## src/rtl/alu_issue_ctrl.sv

```systemverilog
// -----------------------------------------------------------------------------
// alu_issue_ctrl
//
// Issue/capture controller that sits in front of the 32-bit ALU. It accepts a
// decoded instruction (opcode/funct3/funct7) plus operand values over a
// valid/ready handshake and decodes them into the ALU 4-bit select code. It
// presents registered operands to the ALU, captures the result and flags one
// cycle later, and offers them to the consumer over a second valid/ready
// handshake.
//
// Optional feature macro: ALU_ISSUE_ILLEGAL_EN
//   defined   : illegal instructions issue a = b = 0 with select AND. They
//               return result 0 / zero 1 / overflow 0 / carry 0, and raise
//               'illegal' while the result is offered.
//   undefined : 'illegal' is tied low. Illegal instructions issue select AND
//               with a = rs1_val and b = rs2_val.
//
// Ports
//   clk, rst            clock (rising edge), asynchronous active-high reset
//   in_valid/in_ready   instruction handshake
//   opcode/funct3/funct7 instruction fields
//   rs1_val/rs2_val/imm operand sources
//   alu_a/alu_b/alu_sel registered ALU operands and select code
//   alu_out/alu_zero/alu_ovf/alu_cout  ALU result and flags
//   out_valid/out_ready result handshake
//   result/zero/overflow/carry  captured ALU result and flags
//   illegal             undecodable instruction flag (see macro)
// -----------------------------------------------------------------------------
module alu_issue_ctrl (
  input  logic        clk,
  input  logic        rst,
  input  logic        in_valid,
  output logic        in_ready,
  input  logic [6:0]  opcode,
  input  logic [2:0]  funct3,
  input  logic [6:0]  funct7,
  input  logic [31:0] rs1_val,
  input  logic [31:0] rs2_val,
  input  logic [31:0] imm,
  output logic [31:0] alu_a,
  output logic [31:0] alu_b,
  output logic [3:0]  alu_sel,
  input  logic [31:0] alu_out,
  input  logic        alu_zero,
  input  logic        alu_ovf,
  input  logic        alu_cout,
  output logic        out_valid,
  input  logic        out_ready,
  output logic [31:0] result,
  output logic        zero,
  output logic        overflow,
  output logic        carry,
  output logic        illegal
);

  // ALU select codes
  localparam logic [3:0] SEL_AND = 4'b0000;
  localparam logic [3:0] SEL_OR  = 4'b0001;
  localparam logic [3:0] SEL_ADD = 4'b0010;
  localparam logic [3:0] SEL_SUB = 4'b0110;
  localparam logic [3:0] SEL_SLT = 4'b0111;
  localparam logic [3:0] SEL_NOR = 4'b1100;
  localparam logic [3:0] SEL_EQ  = 4'b1111;

  // Opcodes
  localparam logic [6:0] OP_R      = 7'b0110011;
  localparam logic [6:0] OP_I      = 7'b0010011;
  localparam logic [6:0] OP_LOAD   = 7'b0000011;
  localparam logic [6:0] OP_STORE  = 7'b0100011;
  localparam logic [6:0] OP_BRANCH = 7'b1100011;

  localparam logic [6:0] F7_BASE = 7'b0000000;
  localparam logic [6:0] F7_ALT  = 7'b0100000;

  typedef enum logic [1:0] {
    IDLE = 2'b00,
    EXEC = 2'b01,
    DONE = 2'b10
  } state_t;

  state_t state_reg, state_next;

  logic [31:0] alu_a_reg, alu_b_reg;
  logic [3:0]  alu_sel_reg;
  logic [31:0] result_reg;
  logic        zero_reg, overflow_reg, carry_reg;

  // ---------------------------------------------------------------------------
  // Instruction decode
  // ---------------------------------------------------------------------------
  logic [3:0] dec_sel;
  logic       dec_use_imm;
  logic       dec_legal;

  always_comb begin
    dec_sel     = SEL_AND;
    dec_use_imm = 1'b0;
    dec_legal   = 1'b0;
    case (opcode)
      OP_R: begin
        case ({funct7, funct3})
          {F7_BASE, 3'b000}: begin dec_sel = SEL_ADD; dec_legal = 1'b1; end
          {F7_ALT,  3'b000}: begin dec_sel = SEL_SUB; dec_legal = 1'b1; end
          {F7_BASE, 3'b111}: begin dec_sel = SEL_AND; dec_legal = 1'b1; end
          {F7_BASE, 3'b110}: begin dec_sel = SEL_OR;  dec_legal = 1'b1; end
          {F7_BASE, 3'b010}: begin dec_sel = SEL_SLT; dec_legal = 1'b1; end
          {F7_ALT,  3'b100}: begin dec_sel = SEL_NOR; dec_legal = 1'b1; end
          default: ;
        endcase
      end
      OP_I: begin
        // Immediate is only selected for legal encodings so that an illegal
        // I-type still presents rs2_val on b.
        case (funct3)
          3'b000: begin dec_sel = SEL_ADD; dec_use_imm = 1'b1; dec_legal = 1'b1; end
          3'b111: begin dec_sel = SEL_AND; dec_use_imm = 1'b1; dec_legal = 1'b1; end
          3'b110: begin dec_sel = SEL_OR;  dec_use_imm = 1'b1; dec_legal = 1'b1; end
          3'b010: begin dec_sel = SEL_SLT; dec_use_imm = 1'b1; dec_legal = 1'b1; end
          default: ;
        endcase
      end
      OP_LOAD, OP_STORE: begin
        // Address generation: rs1 + imm
        dec_sel     = SEL_ADD;
        dec_use_imm = 1'b1;
        dec_legal   = 1'b1;
      end
      OP_BRANCH: begin
        if (funct3 == 3'b000) begin
          dec_sel   = SEL_EQ;
          dec_legal = 1'b1;
        end
      end
      default: ;
    endcase
  end

  // Operands actually issued on accept
  logic [31:0] issue_a, issue_b;
  logic [3:0]  issue_sel;

  assign issue_sel = dec_legal ? dec_sel : SEL_AND;

`ifdef ALU_ISSUE_ILLEGAL_EN
  assign issue_a = dec_legal ? rs1_val : 32'd0;
  assign issue_b = dec_legal ? (dec_use_imm ? imm : rs2_val) : 32'd0;
`else
  assign issue_a = rs1_val;
  assign issue_b = dec_use_imm ? imm : rs2_val;
`endif

  // ---------------------------------------------------------------------------
  // Control FSM
  // ---------------------------------------------------------------------------
  logic accept;

  always_comb begin
    state_next = state_reg;
    in_ready   = 1'b0;
    out_valid  = 1'b0;
    case (state_reg)
      IDLE: begin
        in_ready = 1'b1;
        if (in_valid) state_next = EXEC;
      end
      EXEC: begin
        state_next = DONE;
      end
      DONE: begin
        out_valid = 1'b1;
        // Accept a new instruction on the same edge the result is taken,
        // which gives back-to-back issue every 2 cycles.
        in_ready  = out_ready;
        if (out_ready) state_next = in_valid ? EXEC : IDLE;
      end
      default: state_next = IDLE;
    endcase
    // State already reads IDLE during reset; keep the source from seeing a
    // ready it cannot use until reset is released.
    if (rst) in_ready = 1'b0;
  end

  assign accept = in_valid & in_ready;

  always_ff @(posedge clk or posedge rst) begin
    if (rst) state_reg <= IDLE;
    else     state_reg <= state_next;
  end

  // ---------------------------------------------------------------------------
  // Illegal tracking (optional)
  // ---------------------------------------------------------------------------
`ifdef ALU_ISSUE_ILLEGAL_EN
  logic pend_ill_reg;   // instruction in EXEC was illegal
  logic illegal_reg;

  always_ff @(posedge clk or posedge rst) begin
    if (rst) begin
      pend_ill_reg <= 1'b0;
      illegal_reg  <= 1'b0;
    end else begin
      if (accept) pend_ill_reg <= ~dec_legal;
      if (state_reg == EXEC)
        illegal_reg <= pend_ill_reg;
      else if ((state_reg == DONE) && out_ready)
        illegal_reg <= 1'b0;
    end
  end

  assign illegal = illegal_reg;
`else
  assign illegal = 1'b0;
`endif

  // ---------------------------------------------------------------------------
  // Operand issue and result capture
  // ---------------------------------------------------------------------------
  always_ff @(posedge clk or posedge rst) begin
    if (rst) begin
      alu_a_reg    <= 32'd0;
      alu_b_reg    <= 32'd0;
      alu_sel_reg  <= SEL_AND;
      result_reg   <= 32'd0;
      zero_reg     <= 1'b0;
      overflow_reg <= 1'b0;
      carry_reg    <= 1'b0;
    end else begin
      if (accept) begin
        alu_a_reg   <= issue_a;
        alu_b_reg   <= issue_b;
        alu_sel_reg <= issue_sel;
      end
      // Result registers only load in EXEC, so they stay frozen while the
      // consumer applies backpressure in DONE.
      if (state_reg == EXEC) begin
`ifdef ALU_ISSUE_ILLEGAL_EN
        if (pend_ill_reg) begin
          result_reg   <= 32'd0;
          zero_reg     <= 1'b1;
          overflow_reg <= 1'b0;
          carry_reg    <= 1'b0;
        end else begin
          result_reg   <= alu_out;
          zero_reg     <= alu_zero;
          overflow_reg <= alu_ovf;
          carry_reg    <= alu_cout;
        end
`else
        result_reg   <= alu_out;
        zero_reg     <= alu_zero;
        overflow_reg <= alu_ovf;
        carry_reg    <= alu_cout;
`endif
      end
    end
  end

  assign alu_a    = alu_a_reg;
  assign alu_b    = alu_b_reg;
  assign alu_sel  = alu_sel_reg;
  assign result   = result_reg;
  assign zero     = zero_reg;
  assign overflow = overflow_reg;
  assign carry    = carry_reg;

endmodule

```

## config.mk

```make
export PLATFORM = sky130hd
export DESIGN_NAME = alu_issue_ctrl
export DESIGN_NICKNAME = d
export VERILOG_FILES = /design/src/rtl/alu_issue_ctrl.sv
export SDC_FILE = /design/constraint.sdc
export NUM_CORES = 1
export LEC_CHECK = 0
export ABC_AREA = 1
export CAP_MARGIN = 10
export CORE_MARGIN = 4
export CORE_UTILIZATION = 43
export DETAILED_ROUTE_END_ITERATION = 8
export PLACE_DENSITY_LB_ADDON = 0.08
export SKIP_LAST_GASP = 1
export SLEW_MARGIN = 20
export SYNTH_ARGS = -nofsm -noshare
export SYNTH_HDL_FRONTEND = slang
export SYNTH_SLANG_ARGS = --single-unit
```

## constraint.sdc

```tcl
create_clock -name clk -period 7.7 [get_ports clk]
set_input_delay 1.54 -clock clk [delete_from_list [all_inputs] [get_ports clk]]
set_output_delay 1.54 -clock clk [all_outputs]
set_load 0.02 [all_outputs]
```

---- After elaboration in Yosys (flattened, before gate mapping) ----
Index checks and enable logic that the tools add are counted.
word-level totals
  word-level logic and storage cells ...... 51
  input port bits ......................... 152
  register bits ........................... 105
operators by class
  mux-type cells .......................... 18
  bitwise operators ....................... 1
  reductions and logical operators ........ 7
  eq/ne operators ......................... 17
operators by type and width
  cell                   count
  $mux W32               1
  $eq A10 B3 Y1 const B  2
  $eq A10 B9 Y1 const B  2
  $pmux W4 S5            1
  $pmux W4 S4            1
  $eq A7 B6 Y1 const B   2
  $eq A10 B2 Y1 const B  1
  $logic_not A10 Y1      1
  $pmux W3 S3            1
  $mux W4                2
  $eq A7 B2 Y1 const B   1
  $eq A7 B5 Y1 const B   1
  $eq A7 B7 Y1 const B   1
  $eq A3 B3 Y1 const B   2
  $mux W1                6
  $pmux W2 S3            1
  $reduce_or A6 Y1       1
  $mux W2                2
  $ne A2 B2 Y1 const B   2
  $pmux W1 S2            2
  $pmux W1 S4            1
  $reduce_or A4 Y1       1
  $eq A3 B2 Y1 const B   1
  $logic_not A3 Y1       1
  other kinds (6)        6

---- Longest topological paths before layout ----
  depth after elaboration ................. 5
  mapped depth ............................ 11
  mapped depth without buffers ............ 10

---- Least setup slack after synthesis ----
No wires, ideal clock.
  path kind ............................... input-to-reg
  from .................................... input rst
  to ...................................... register alu_b_reg[0], in the netlist alu_b[0]
  cell stages on the path ................. 6
  setup slack ............................. 3028 ps
  library setup time ...................... 117 ps
  path buffers ............................ 2
  arrival time ............................ 4556 ps
  path through ............................ inv_1 -> nand2_2 -> buf_6 -> buf_2 -> nand2_1 -> nand2_1
on the way
  word-level cells in the longest chain between the ends .. 2
ends and longest elaborated chain
  element               RTL line  source
  from (decl)           31        input logic rst,
  $mux W1               180       if (rst) in_ready = 1'b0;
  $and A1 B1 Y1         183       assign accept = in_valid & in_ready;
  to (signal assigned)  230       alu_b_reg <= issue_b;
  to (decl)             83        logic [31:0] alu_a_reg, alu_b_reg;
Every way passes these cells.
A chain may end at the register's enable or synchronous reset.

---- Worst setup path after layout ----
  from .................................... input out_ready
  to ...................................... output in_ready
on the way
  word-level cells in the longest chain between the ends .. 2
ends and longest elaborated chain
  element      RTL line  source
  from (decl)  48        input logic out_ready,
  $pmux W1 S2  161       case (state_reg)
  $mux W1      180
  to (decl)    33        output logic in_ready,
Every way passes these cells.

==> run summary <==
post-cts resize count: 0
Setup TNS Final: 0 ns
leading area contributor after synthesis: dfrtp_1
Hold Path Class: register to register
WL final: 15000 um
Synth warnings: 0
Worst Tran Pin Value: 0.948 ns
antenna fix cells: 0
Slew Viols, Final: 0
Final Cycle Share: 57.1%
initial core utilization: 44.5%
Distinct cells, synth: 25
flops & latches, synth: 105
Synth Net Count: 703
initial antenna violation count: 0
fin crit period: 4.40 ns
Area Growth Syn to Fin: 58.1%
Area contributors post-synth: dfrtp_1 54%, nand2_1 20%, mux2_2 8.1%, nand2_2 4.2%, nand3_1 4.2%
fraction of layout cells with a size suffix above 1: 12.2%
most common cell after layout, fill and taps aside: nand2_1
crit path kind: primary input to primary output
total congestion overflow: 0
die height: 115 um
Die ar.: 13100 um^2
pwr/cell area: 276 nW/um^2
post-synthesis compound-gate area fraction: 0.691%
startpoint types: primary input
initial DRC count: 261
CTS tree: done
per-cell routed wire length: 15.9 um
Netlist Area Pre-Place: 4890 um^2
GP Congestion: 0.807
crit-path max cell delay: 0.61 ns
Sink Count: 105
Max FO, Critical Path: 2
IO buf count: 256
Core Footprint: 11000 um^2
CTS H-tree lvls: 3
largest net degree at the start of global routing: 70
Reg clk slew, reported paths: 0.06 ns
Max Cap Viol: 0
CTS root buf: clkbuf_16
multiplexer share of the synthesized area: 8.06%
num rows: 38
RSZ-0062 raised after global routing: no
critical path's slowest cell: clkdlybuf4s50_1
post-synthesis simple-gate area fraction: 31.4%
Adder-Cell Fraction of Synth Area: 0%
Layout Nets: 945
clock skew: 0.00938 ns
Post-Synthesis Cells: 551
leakage: 3.67 nW
hold buffer count at cts: 0
most frequent CP cell: clkdlybuf4s50_1
syn_area_per_cell: 8.87 um^2
Residual DRC: 0
status: complete, no violations
routed vias/inst: 4.78
CP endpoint kind: primary output
vias in the first global route: 4669
worst-path cell chain: clkdlybuf4s50_1, o21bai_4, nor2_1, clkdlybuf4s50_1
first-pass iteration count of the detailed router: 4
number of fill cells: 838
Final setup viols: 0
most frequent cells in the layout: 257 x nand2_1, 256 x clkdlybuf4s50_1, 105 x dfrtp_1
Post-CTS Setup Bufs: 0
clk buf depth: 2
first-pass GRT wire length: 23400 um
post-synthesis xor/xnor area fraction: 0%
Worst EP required: 6.16 ns
share of the synthesized area in the top cell type: 53.8%
Pwr Total: 2.13 mW
Max IR drop VDD: 203 uV
Seq/Total Area, Yosys: 53.8%
Vias: 4486
fmax: 227 MHz
critical path arrival: 2.86 ns
worst skew pair latency: 0.35 ns
CTS buffer count: 9
final hold viol count: 0
fin worst setup slack: 3.30 ns
IO Pins: 258
GR Util All Layers: 22.5%
largest family of logic cells by synthesized area: simple AND/OR/NAND/NOR gates
relative slew slack: 36.7%
Routed Antenna Nets: 0
half-perimeter wire length after placement: 11200 um
worst slack, placed: 3.29 ns
die width: 115 um
[Yosys cell counts (all sizes together)]
cell    instances
conb            1
a21oi           1
inv            23
nor3            1
mux2           35
nand3b          1
nand2         291
nor2           17
o21bai          1
clkbuf          2
buf            25
dfrtp         105
nand3          44
o21ai           2
nand4           2
[power breakdown]
part           internal [mW]  total (mW)  switching [mW]
combinational          0.455       0.888           0.433
sequential             0.716       0.803          0.0870
clock                  0.225       0.443           0.217
[through the flow]
stage	utilization, %	cell area, um^2	hold WS, ns	cells
2_1_floorplan	-	4890	0.567	551
3_3_place_gp	67.7	7440	0.462	922
3_5_place_dp	67.7	7440	0.464	922
4_1_cts	70.3	7730	0.483	938
5_1_grt	70.4	7730	0.493	938
6_report	70.4	7730	0.479	938
[cell families after synthesis]
kind of cell           count (synthesis)
buffers and inverters                 50
multiplexers                          35
AND/OR/NAND/NOR                      356
other                                  1
flip-flops                           105
AO/OA/AOI/OAI                          4
[path summary, 6_finish.rpt]
path | startpoint | end | slack, ns | cells after the start
min in group asynchronous | rst | result[14] | 1.66 | 2
max | out_ready | in_ready | 3.30 | 4
max reg2reg | state_reg[1] | alu_sel[2] | 4.89 | 8
max in group asynchronous | rst | result[10] | 4.87 | 3
min | alu_b[9] | alu_b[9] | 0.48 | 2
min reg2reg | alu_b[9] | alu_b[9] | 0.48 | 2
[area by class of cell]
type / count / area (um^2) / share of cell area, %
flip-flops and latches: 105 / 2630 / 34.0
repair buffers: 258 / 2580 / 33.4
multi-input cells: 396 / 1970 / 25.5
clock buffers: 9 / 225 / 2.91
well taps: 140 / 175 / 2.27
inverters: 23 / 90.1 / 1.17
clock inverters: 7 / 63.8 / 0.826
[critical path: cells and delay by family]
kind	cells	cell delay [ns]
simple gates	1	0.10
compound gates	1	0.10
buf+inv	2	1.13
[routing by layer]
metal	global-route usage [%]	wire length, um	vias up
li1	-	-	2189
met1	26.7	5990	2110
met2	39.4	7550	163
met3	5.34	1070	24
met4	8.39	349	0
met5	0	0	-
Power figures use the tool's default switching activity.
